**config.mk**
```make
export PLATFORM = sky130hd
export DESIGN_NAME = uart_cmd_parser
export DESIGN_NICKNAME = d
export VERILOG_FILES = /design/src/rtl/uart_cmd_pkg.sv /design/src/rtl/ascii2nib.sv /design/src/rtl/uart_cmd_parser.sv
export SDC_FILE = /design/constraint.sdc
export NUM_CORES = 1
export LEC_CHECK = 0
export CAP_MARGIN = 40
export CORE_AREA = 2 2 65 67
export CTS_CLUSTER_DIAMETER = 50
export DETAILED_ROUTE_END_ITERATION = 8
export DIE_AREA = 0 0 67 69
export GPL_TIMING_DRIVEN = 0
export PLACE_DENSITY = 0.8
export SLEW_MARGIN = 30
export SYNTH_ARGS = -nofsm -noshare
export SYNTH_HDL_FRONTEND = slang
export SYNTH_SLANG_ARGS = --single-unit
```
**constraint.sdc**
```tcl
create_clock -name clk -period 3.8 [get_ports clk]
set_input_delay 1.14 -clock clk [delete_from_list [all_inputs] [get_ports clk]]
set_output_delay 1.14 -clock clk [all_outputs]
set_load 0.005 [all_outputs]
```
**src/rtl/uart_cmd_pkg.sv**
```systemverilog
// Shared state encoding and ASCII constants for the UART command parser.
package uart_cmd_pkg;

  typedef enum logic [3:0] {
    StIdle,
    StWAddr,
    StWHi,
    StWLo,
    StWCr,
    StRAddr,
    StRCr,
    StRWait,
    StSkip
  } state_t;

  localparam logic [7:0] AsciiCr  = 8'h0D;
  localparam logic [7:0] AsciiLf  = 8'h0A;
  localparam logic [7:0] AsciiWUp = 8'h57;
  localparam logic [7:0] AsciiWLo = 8'h77;
  localparam logic [7:0] AsciiRUp = 8'h52;
  localparam logic [7:0] AsciiRLo = 8'h72;
  localparam logic [7:0] Ascii0   = 8'h30;
  localparam logic [7:0] Ascii7   = 8'h37;

endpackage

```
**src/rtl/ascii2nib.sv**
```systemverilog
// Combinational ASCII hex digit decoder: '0'-'9', 'A'-'F', 'a'-'f' to a nibble.
module ascii2nib (
  input  logic [7:0] data,
  output logic       valid,
  output logic [3:0] nibble
);

  always_comb begin
    valid  = 1'b1;
    nibble = 4'h0;
    if (data >= 8'h30 && data <= 8'h39) begin
      nibble = 4'(data - 8'h30);
    end else if (data >= 8'h41 && data <= 8'h46) begin
      nibble = 4'(data - 8'h37);
    end else if (data >= 8'h61 && data <= 8'h66) begin
      nibble = 4'(data - 8'h57);
    end else begin
      valid = 1'b0;
    end
  end

endmodule

```
**src/rtl/uart_cmd_parser.sv**
```systemverilog
// Parses "W a h h CR" / "R a CR" byte commands from a UART receiver into RAM
// write/read strobes and latches read data for the 7-segment display.
module uart_cmd_parser
  import uart_cmd_pkg::*;
#(
  parameter int unsigned RD_LAT = 1
) (
  input  logic       clk,
  input  logic       rst,
  input  logic [7:0] rx_data,
  input  logic       rx_done,
  output logic [2:0] waddr,
  output logic       wen,
  output logic [7:0] wdata,
  output logic [2:0] raddr,
  output logic       ren,
  input  logic [7:0] rdata,
  output logic [7:0] fnd_data,
  output logic       cmd_ok,
  output logic       cmd_err
);

  localparam int unsigned CntW = (RD_LAT < 2) ? 1 : $clog2(RD_LAT + 1);

  state_t          state;
  logic [2:0]      addr;
  logic [3:0]      hi;
  logic [3:0]      lo;
  logic [CntW-1:0] rd_cnt;

  logic       hex_valid;
  logic [3:0] hex_nib;

  ascii2nib u_ascii2nib (
    .data   (rx_data),
    .valid  (hex_valid),
    .nibble (hex_nib)
  );

  logic       is_cr, is_lf, is_w, is_r, is_addr;
  logic [2:0] addr_dig;
  state_t     bad_state;

  assign is_cr    = (rx_data == AsciiCr);
  assign is_lf    = (rx_data == AsciiLf);
  assign is_w     = (rx_data == AsciiWUp) || (rx_data == AsciiWLo);
  assign is_r     = (rx_data == AsciiRUp) || (rx_data == AsciiRLo);
  assign is_addr  = (rx_data >= Ascii0) && (rx_data <= Ascii7);
  assign addr_dig = 3'(rx_data - Ascii0);
  // An early CR ends the line, so there is nothing left to skip.
  assign bad_state = is_cr ? StIdle : StSkip;

  always_ff @(posedge clk) begin
    if (rst) begin
      state    <= StIdle;
      addr     <= '0;
      hi       <= '0;
      lo       <= '0;
      rd_cnt   <= '0;
      waddr    <= '0;
      wen      <= 1'b0;
      wdata    <= '0;
      raddr    <= '0;
      ren      <= 1'b0;
      fnd_data <= '0;
      cmd_ok   <= 1'b0;
      cmd_err  <= 1'b0;
    end else begin
      wen     <= 1'b0;
      ren     <= 1'b0;
      cmd_ok  <= 1'b0;
      cmd_err <= 1'b0;
      if (state == StRWait) begin
        if (rd_cnt == CntW'(RD_LAT)) begin
          fnd_data <= rdata;
          cmd_ok   <= 1'b1;
          state    <= StIdle;
        end else begin
          rd_cnt <= rd_cnt + 1'b1;
        end
        if (rx_done) cmd_err <= 1'b1;
      end else if (rx_done && wen) begin
        // Byte landing in the write strobe cycle is dropped.
        cmd_err <= 1'b1;
      end else if (rx_done) begin
        case (state)
          StIdle: begin
            if (is_w) begin
              state <= StWAddr;
            end else if (is_r) begin
              state <= StRAddr;
            end else if (!(is_cr || is_lf)) begin
              state   <= StSkip;
              cmd_err <= 1'b1;
            end
          end
          StWAddr, StRAddr: begin
            if (is_addr) begin
              addr  <= addr_dig;
              state <= (state == StWAddr) ? StWHi : StRCr;
            end else begin
              state   <= bad_state;
              cmd_err <= 1'b1;
            end
          end
          StWHi: begin
            if (hex_valid) begin
              hi    <= hex_nib;
              state <= StWLo;
            end else begin
              state   <= bad_state;
              cmd_err <= 1'b1;
            end
          end
          StWLo: begin
            if (hex_valid) begin
              lo    <= hex_nib;
              state <= StWCr;
            end else begin
              state   <= bad_state;
              cmd_err <= 1'b1;
            end
          end
          StWCr: begin
            if (is_cr) begin
              wen    <= 1'b1;
              waddr  <= addr;
              wdata  <= {hi, lo};
              cmd_ok <= 1'b1;
              state  <= StIdle;
            end else begin
              state   <= StSkip;
              cmd_err <= 1'b1;
            end
          end
          StRCr: begin
            if (is_cr) begin
              ren    <= 1'b1;
              raddr  <= addr;
              rd_cnt <= '0;
              state  <= StRWait;
            end else begin
              state   <= StSkip;
              cmd_err <= 1'b1;
            end
          end
          StSkip: begin
            if (is_cr) state <= StIdle;
          end
          default: state <= StIdle;
        endcase
      end
    end
  end

endmodule
```
==> impl_metrics.tcl, run 1 <==
set metrics [dict create \
    crit_path_start "rx_data[0]" \
    synth_xor_area_frac 0 \
    detail-route-antenna-nets 0 \
    ir_drop_mv 0.185 \
    synth_nets 250 \
    yosysSeqAreaShare 0.410 \
    maxSlewViolCount 0 \
    fin_nets 299 \
    yosys.area.top_type "dfxtp_1" \
    synth.most_common_cell "dfxtp_1" \
    routed_wirelength_microns 4390 \
    drtIter0Drc 80 \
    post_cts_buffers 0 \
    layout_min_cycle_time_ps 3230 \
    synth_ff_type "dfxtp_1" \
    dr.pass1.iters 4 \
    post-place-ws_ps 270 \
    async_flop_share 0 \
    htreeDepth 2 \
    numCtsBuffers 5 \
    hp-class "reg -> reg" \
    hold_viol_final 0 \
    cts_buffer_depth 2 \
    drive_above_1_share 0.0830 \
    drc_errors 0 \
    cts-root-buf "clkbuf_8" \
    r2r-start "state[1]" \
    cp_slowest_cell "clkdlybuf4s50_1" \
    cts_resized 0 \
    placement.cell_area_sq_mm 0.00254 \
    path_class "in -> reg" \
    grt_max_degree 14 \
    syn_area_per_cell_sq_um 9.05 \
    globalplace.congestion 0.834 \
    antenna_found_initial 0 \
    p_leak_nw 1.09 \
    synth.top_cell.area_share 0.410 \
    yosysUniqueCellTypes 53 \
    synthAdderAreaFrac 0.0244 \
    yosysWarnings 0 \
    grt_pass1_vias 1594 \
    rows 23 \
    whs_ps 457 \
    cts_tree "yes" \
    tns_ps 0 \
    coreArea_sq_mm 0.00391 \
    finalPower_uw 818 \
    end_kind "flip-flop" \
    clkSinkCount 42 \
    initial_core_util 0.525 \
    synth_compound_area_frac 0.176 \
    cts_hold_buf 0 \
    dpl.cell_count 319 \
    synthTopCellsByCount "dfxtp_1 (42), nor2_1 (27), mux2i_1 (21), nand2_1 (19)" \
    synth_top_family_by_area "simple AND/OR/NAND/NOR gates" \
    n_antenna_cell 0 \
    crit_chain "clkdlybuf4s50_1, inv_1, ha_1, nor3b_1, a311oi_4, o2111ai_4, o21bai_1, a21oi_2" \
    r2r-end "raddr[2]" \
    setup_violations 0 \
    fin_area_sq_mm 0.00263 \
    wl_per_cell_microns 13.4 \
    cp.arrival_ps 3460 \
    synthMuxAreaShare 0.108 \
    die_area_sq_mm 0.00462 \
    synth-edff-count 0 \
    endpoint "lo[2]" \
    viasPerCell 5.54 \
    io-pin-count 45 \
    powerDensity_mw_per_mm2 311 \
    max-slew-margin-rel 0.572 \
    synth.area.top_cells "dfxtp_1 (41%), mux2i_1 (10%), nor2_1 (4.9%)" \
    grt_pass1_wl_microns 7350 \
    skew_ps 6.53 \
    postSynthCellCount 227 \
    syn2layout_area_growth_pct 28.2 \
    fp.dieW_microns 67 \
    yosys.area_share.simple 0.234 \
    overflow 0 \
    num_vias 1812 \
    fin_util 0.672 \
    stdcell_count 327 \
    dp_hpwl_microns 3310 \
    die_h_microns 69 \
    required_ps 4030 \
    maxCapViolCount 0 \
    setup.worst_path.start_class "primary input" \
    clk_latency_ps 290 \
    max_slew.worst_pin.slew_ps 636 \
    grt_usage 0.200 \
    status "completed" \
    path_clk_slew_ps 80 \
    synth_seq_cells 42 \
    netlist_area_sq_mm 0.00205 \
    rsz0062_at_grt "false" \
    portBuffers 42 \
    setup_slack_ps 569 \
    cp_max_fo 10 \
    timing.fmax_ghz 0.309 \
    reg2reg_depth 7 \
    slowest_delay_ps 610 \
    r2r_slack_ps 1650 \
    period_share 0.850 \
]
routing by layer:
layer | track usage | wire length, microns | vias to the layer above
met2 | 0.298 | 1980 | 53
met4 | 0.0794 | 71 | 0
met1 | 0.280 | 2100 | 837
met5 | 0 | 0 | -
met3 | 0.0408 | 238 | 6
li1 | - | - | 916
kinds of logic (layout without fill, tap and decap cells):
family / after synthesis / in the layout
compound gates: 48 / 48
fa+ha+maj: 4 / 4
buf+inv: 21 / 71
flops: 42 / 42
mux: 22 / 22
simple gates: 90 / 90
cells in the final DEF (no fill, tap or decap), types with 4 or more instances in the layout:
cell / count
dfxtp_1: 42
nand3_1: 14
nor2_1: 27
nand2_1: 19
nand2b_1: 4
clkdlybuf4s50_1: 42
ha_1: 4
inv_1: 6
clkbuf_8: 6
buf_2: 4
mux2i_1: 21
clkbuf_1: 7
a21oi_1: 14
report_power, final:
| part | internal, mW | leakage, nW | switching [mW] | total [mW] |
|---|---|---|---|---|
| clock network | 0.146 | 0.0472 | 0.147 | 0.293 |
| logic | 0.0369 | 0.703 | 0.0438 | 0.0807 |
| registers | 0.442 | 0.339 | 0.00217 | 0.445 |
worst max-delay path, delay by kind of cell:
kind | cells | cell delay (ps)
AO/OA/AOI/OAI | 4 | 1170
buffers and inverters | 2 | 740
adder cells (fa/ha/maj) | 1 | 240
AND/OR/NAND/NOR | 1 | 170
cell type report:
| cell class | instances | area [sq um] |
|---|---|---|
| Timing Repair Buffer | 42 | 420 |
| Multi-Input combinational cell | 164 | 1110 |
| Clock buffer | 6 | 82.6 |
| Buffer | 15 | 76.3 |
| Inverter | 6 | 22.5 |
| Fill cell | 339 | 1280 |
| Sequential cell | 42 | 841 |
| Tap cell | 50 | 62.6 |
| Clock inverter | 2 | 12.5 |
worst min path at each step:
stage,end,depth (start not counted),slack (ps),start
after floorplan,hi[2],2,430,hi[2]
after global placement,fnd_data[0],2,440,fnd_data[0]
after detailed placement,fnd_data[5],2,450,fnd_data[5]
after CTS,fnd_data[5],2,460,fnd_data[5]
after global routing,fnd_data[3],2,480,fnd_data[3]
final,fnd_data[3],2,460,fnd_data[3]
state kept, by name (all words and copies together) (netlist names), 3 cells and up:
register  cells
wdata         8
lo            4
waddr         3
state         4
raddr         3
fnd_data      8
addr          3
hi            4
(Power assumes the default switching activity.)
==> run 2: changes to the inputs <==
Settings changed: CORE_AREA 2 2 65 67 to 2 2 64 66, CTS_BUF_LIST set to sky130_fd_sc_hd__clkbuf_8, DIE_AREA 0 0 67 69 to 0 0 66 68, PLACE_DENSITY 0.8 to 0.82, SLEW_MARGIN 30 to not set.
==> impl_metrics.tcl, run 2 (synthesis gave the netlist of run 1 again) <==
set metrics [dict create \
    status "completed" \
    timing.fmax_ghz 0.309 \
    initial_core_util 0.532 \
    p_leak_nw 1.10 \
    path_class "in -> reg" \
    drive_above_1_share 0.0758 \
    skew_ps 4.05 \
    fp.dieW_microns 66 \
    cts_tree "yes" \
    slowest_delay_ps 610 \
    hp-class "reg -> reg" \
    detail-route-antenna-nets 0 \
    r2r-end "raddr[0]" \
    maxSlewViolCount 0 \
    drc_errors 0 \
    grt_pass1_wl_microns 7100 \
    cp_slowest_cell "clkdlybuf4s50_1" \
    rows 23 \
    hold_viol_final 0 \
    setup_violations 0 \
    clk_latency_ps 290 \
    overflow 0 \
    final_cell_mix "dfxtp_1 (42), clkdlybuf4s50_1 (42), nor2_1 (27), mux2i_1 (21), nand2_1 (19)" \
    wl_per_cell_microns 13.3 \
    num_vias 1791 \
    post_cts_buffers 0 \
    rsz0062_at_grt "false" \
    cts_hold_buf 0 \
    cts_buffer_depth 2 \
    grt_max_degree 13 \
    hold_start "fnd_data[2]" \
    crit_chain "clkdlybuf4s50_1, inv_1, ha_1, nor3b_1, a311oi_4, o2111ai_4, o21bai_1, a21oi_2" \
    fill_cells 336 \
    routed_wirelength_microns 4360 \
    setup.worst_path.start_class "primary input" \
    grt_pass1_vias 1558 \
    portBuffers 42 \
    cp_max_fo 10 \
    cp.arrival_ps 3460 \
    antenna_found_initial 0 \
    n_antenna_cell 0 \
    period_share 0.851 \
    placement.cell_area_sq_mm 0.00254 \
    htreeDepth 2 \
    cts_resized 0 \
    max_slew.worst_pin.slew_ps 619 \
    r2r-start "state[1]" \
    die_area_sq_mm 0.00449 \
    min_to "fnd_data[2]" \
    cts-root-buf "clkbuf_8" \
    clkSinkCount 42 \
    syn2layout_area_growth_pct 28.7 \
    drtIter0Drc 103 \
    fin_area_sq_mm 0.00264 \
    powerDensity_mw_per_mm2 324 \
    reg2reg_depth 7 \
    max-slew-margin-rel 0.583 \
    whs_ps 455 \
    dp_hpwl_microns 3310 \
    numCtsBuffers 5 \
    die_h_microns 68 \
    maxCapViolCount 0 \
    end_kind "flip-flop" \
    io-pin-count 45 \
    grt_usage 0.207 \
    top_regs "fnd_data x8, wdata x8" \
    layout_min_cycle_time_ps 3230 \
    globalplace.congestion 0.847 \
    required_ps 4030 \
    min_path_cells 2 \
    path_clk_slew_ps 70 \
    r2r_slack_ps 1660 \
    dr.pass1.iters 4 \
    tns_ps 0 \
    ir_drop_mv 0.194 \
    viasPerCell 5.48 \
    coreArea_sq_mm 0.00386 \
    fin_nets 299 \
]
==> run 2: cell types whose count changed in the layout (fill, tap and decap cells not counted) <==
cell	change
clkinv_2	-1
bufinv_16	+1
clkinvlp_4	-1
clkbuf_8	-1
inv_1	+2
==> run 2: final cells by class <==
cell class,instances,area [sq um],area share
Sequential cell,42,841,0.318
Clock inverter,3,37.5,0.0142
Timing Repair Buffer,42,420,0.159
Multi-Input combinational cell,164,1110,0.421
Inverter,6,22.5,0.00852
Buffer,15,76.3,0.0289
Clock buffer,5,68.8,0.0260
Tap cell,50,62.6,0.0237
==> run 2: routing by layer <==
layer,GRT usage,up-vias,share of wire
li1,-,916,-
met5,0,-,0
met3,0.0461,7,0.061
met1,0.274,807,0.47
met4,0.0816,0,0.016
met2,0.332,61,0.45
==> run 2: worst max-delay path by stage <==
stage | start | endpoint | cells after the start | slack [ps]
after floorplan | rx_data[5] | wdata[0] | 6 | 1010
after global placement | rx_data[0] | lo[2] | 8 | 300
after detailed placement | rx_data[1] | wdata[0] | 9 | 270
after CTS | rx_data[1] | wdata[0] | 9 | 580
after global routing | rx_data[0] | lo[2] | 8 | 440
final | rx_data[0] | lo[2] | 8 | 570
==> run 2: where the power goes <==
part / switching [mW] / internal, mW / total, mW
combinational: 0.0434 / 0.0369 / 0.0803
sequential: 0.00237 / 0.442 / 0.445
clock: 0.140 / 0.191 / 0.331
total: 0.186 / 0.670 / 0.856
==> run 2: critical path, delay by kind of cell <==
kind,cells,cell delay [ps]
adders and majority gates,1,250
AOI/OAI and AO/OA,4,1160
buffers and inverters,2,750
and+or+nand+nor,1,170
==> run 2: stage by stage <==
step / total power, mW / worst slack (ps) / util / std cells
after floorplan: 0.501 / 1010 / - / 227
after global placement: 0.533 / 301 / 0.658 / 319
after detailed placement: 0.534 / 267 / 0.658 / 319
after CTS: 0.863 / 578 / 0.685 / 327
after global routing: 0.891 / 441 / 0.685 / 327
final: 0.856 / 566 / 0.685 / 327
==> run 3: changes to the inputs <==
Settings changed: CORE_AREA 2 2 64 66 to 2 2 66 68, DIE_AREA 0 0 66 68 to 0 0 68 70, PLACE_DENSITY 0.82 to 0.77.
Clock period 3.8 ns to 3 ns, I/O delays scaled along.
==> impl_metrics.tcl, run 3 (synthesis gave the netlist of run 1 again) <==
set metrics [dict create \
    path_class "in -> reg" \
    setup_slack_ps 162 \
    p_leak_nw 1.13 \
    maxCapViolCount 0 \
    rsz0062_at_grt "false" \
    syn2layout_area_growth_pct 29.6 \
    die_h_microns 70 \
    cts_hold_buf 0 \
    hold_viol_final 0 \
    tns_ps 0 \
    n_antenna_cell 0 \
    fin_area_sq_mm 0.00266 \
    power_frac_comb 0.102 \
    io-pin-count 45 \
    grt_util_met2 0.302 \
    skew_ps 11.3 \
    grt_max_degree 14 \
    cts-root-buf "clkbuf_8" \
    min_path_cells 2 \
    met3_usage 0.0531 \
    whs_ps 457 \
    clkSinkCount 42 \
    finalPower_mw 1.02 \
    dr.pass1.iters 4 \
    top_regs "fnd_data x8, wdata x8" \
    htreeDepth 2 \
    required_ps 3170 \
    portBuffers 42 \
    r2r-end "raddr[2]" \
    maxSlewViolCount 0 \
    crit_chain "clkdlybuf4s50_1, or4_4, or4_1, buf_2, buf_6, mux2i_1, nor2_1" \
    rows 24 \
    drive_above_1_share 0.0964 \
    cp_top_family "simple AND/OR/NAND/NOR gates" \
    powerDensity_mw_per_mm2 383 \
    grt_pass1_wl_microns 7400 \
    hold_start "fnd_data[3]" \
    use_met1 0.279 \
    grt_pass1_vias 1636 \
    antenna_found_initial 0 \
    post-place-ws_ps -265 \
    drtIter0Drc 86 \
    viasPerCell 5.46 \
    fin_nets 302 \
    path_buf_inv 3 \
    clk_latency_ps 300 \
    clkPwrFrac 0.345 \
    die_area_sq_mm 0.00476 \
    fin_util 0.642 \
    initial_core_util 0.495 \
    period_share 0.946 \
    crit_path_start "rx_data[4]" \
    num_vias 1812 \
    setup.worst_path.start_class "primary input" \
    r2r-start "state[1]" \
    p_switching_uw 249 \
    layout_min_cycle_time_ps 2840 \
    ir_drop_mv 0.194 \
    cts_tree "yes" \
    stdcell_count 332 \
    cp_max_fo 10 \
    dp_hpwl_microns 3290 \
    max_slew.worst_pin.slew_ps 595 \
    grt_usage 0.202 \
    routed_wirelength_microns 4460 \
    cp_slowest_cell "or4_4" \
    coreArea_sq_mm 0.00414 \
    path_clk_slew_ps 80 \
    min_to "fnd_data[3]" \
    slowest_delay_ps 560 \
    drc_errors 0 \
    status "completed" \
    grt_busiest_layer "met2" \
    detail-route-antenna-nets 0 \
    max-slew-margin-rel 0.600 \
    dpl.cell_count 321 \
    numCtsBuffers 5 \
    setup_violations 0 \
    final_cell_mix "dfxtp_1 (42), clkdlybuf4s50_1 (40), nor2_1 (27), mux2i_1 (21), nand2_1 (19)" \
    reg2reg_depth 7 \
    intPower_uw 769 \
    end_kind "flip-flop" \
    r2r_slack_ps 840 \
    cts_buffer_depth 2 \
    swShare 0.245 \
    fill_cells 359 \
    placement.cell_area_sq_mm 0.00254 \
    globalplace.congestion 0.897 \
    wl_per_cell_microns 13.4 \
    fp.dieW_microns 68 \
    cp.arrival_ps 3010 \
    final_common_cell "dfxtp_1" \
    timing.fmax_ghz 0.352 \
    power_frac_seq 0.553 \
    overflow 0 \
    hp-class "reg -> reg" \
]
## run 3: final cells by class
type,instances,area (sq um),share of cell area
Buffer,15,76.3,0.0287
Clock buffer,5,68.8,0.0259
Clock inverter,3,17.5,0.00659
Inverter,6,22.5,0.00847
Multi-Input combinational cell,164,1120,0.421
Sequential cell,42,841,0.316
Tap cell,52,65.1,0.0245
Timing Repair Buffer,45,448,0.168
## run 3: worst max path at each step
stage,cells past startpoint,to,slack (ps)
2_1_floorplan,6,wdata[0],450
3_3_place_gp,8,lo[2],-260
3_5_place_dp,8,lo[2],-270
4_1_cts,8,lo[2],50
5_1_grt,7,wdata[6],70
6_report,7,wdata[6],160
## run 3: metal layers
layer  vias up  routed length, microns
met3         6                     238
met5         -                       0
met4         0                      42
li1        922                       -
met2        56                    1990
met1       828                    2190
## run 3: worst min-delay path: stages (launching register included)
cell     delay, ps
dfxtp_1        310
nand2_1         50
a21oi_1         50
## run 3: timing repair
| item | CTS | global route |
|---|---|---|
| endpoints found under the setup margin | 0 | 19 |
| hold endpoints to repair | 0 | 0 |
| gates resized for setup | 0 | 4 |
| setup buffers | 0 | 3 |
## run 3: power by group through the flow
stage          clock network, mW  logic [mW]  registers (mW)
6_report                   0.352       0.104           0.563
5_1_grt                    0.383       0.114           0.564
4_1_cts                    0.363       0.102           0.563
3_5_place_dp                   0       0.101           0.576
3_3_place_gp                   0       0.101           0.576
2_1_floorplan                  0      0.0586           0.575
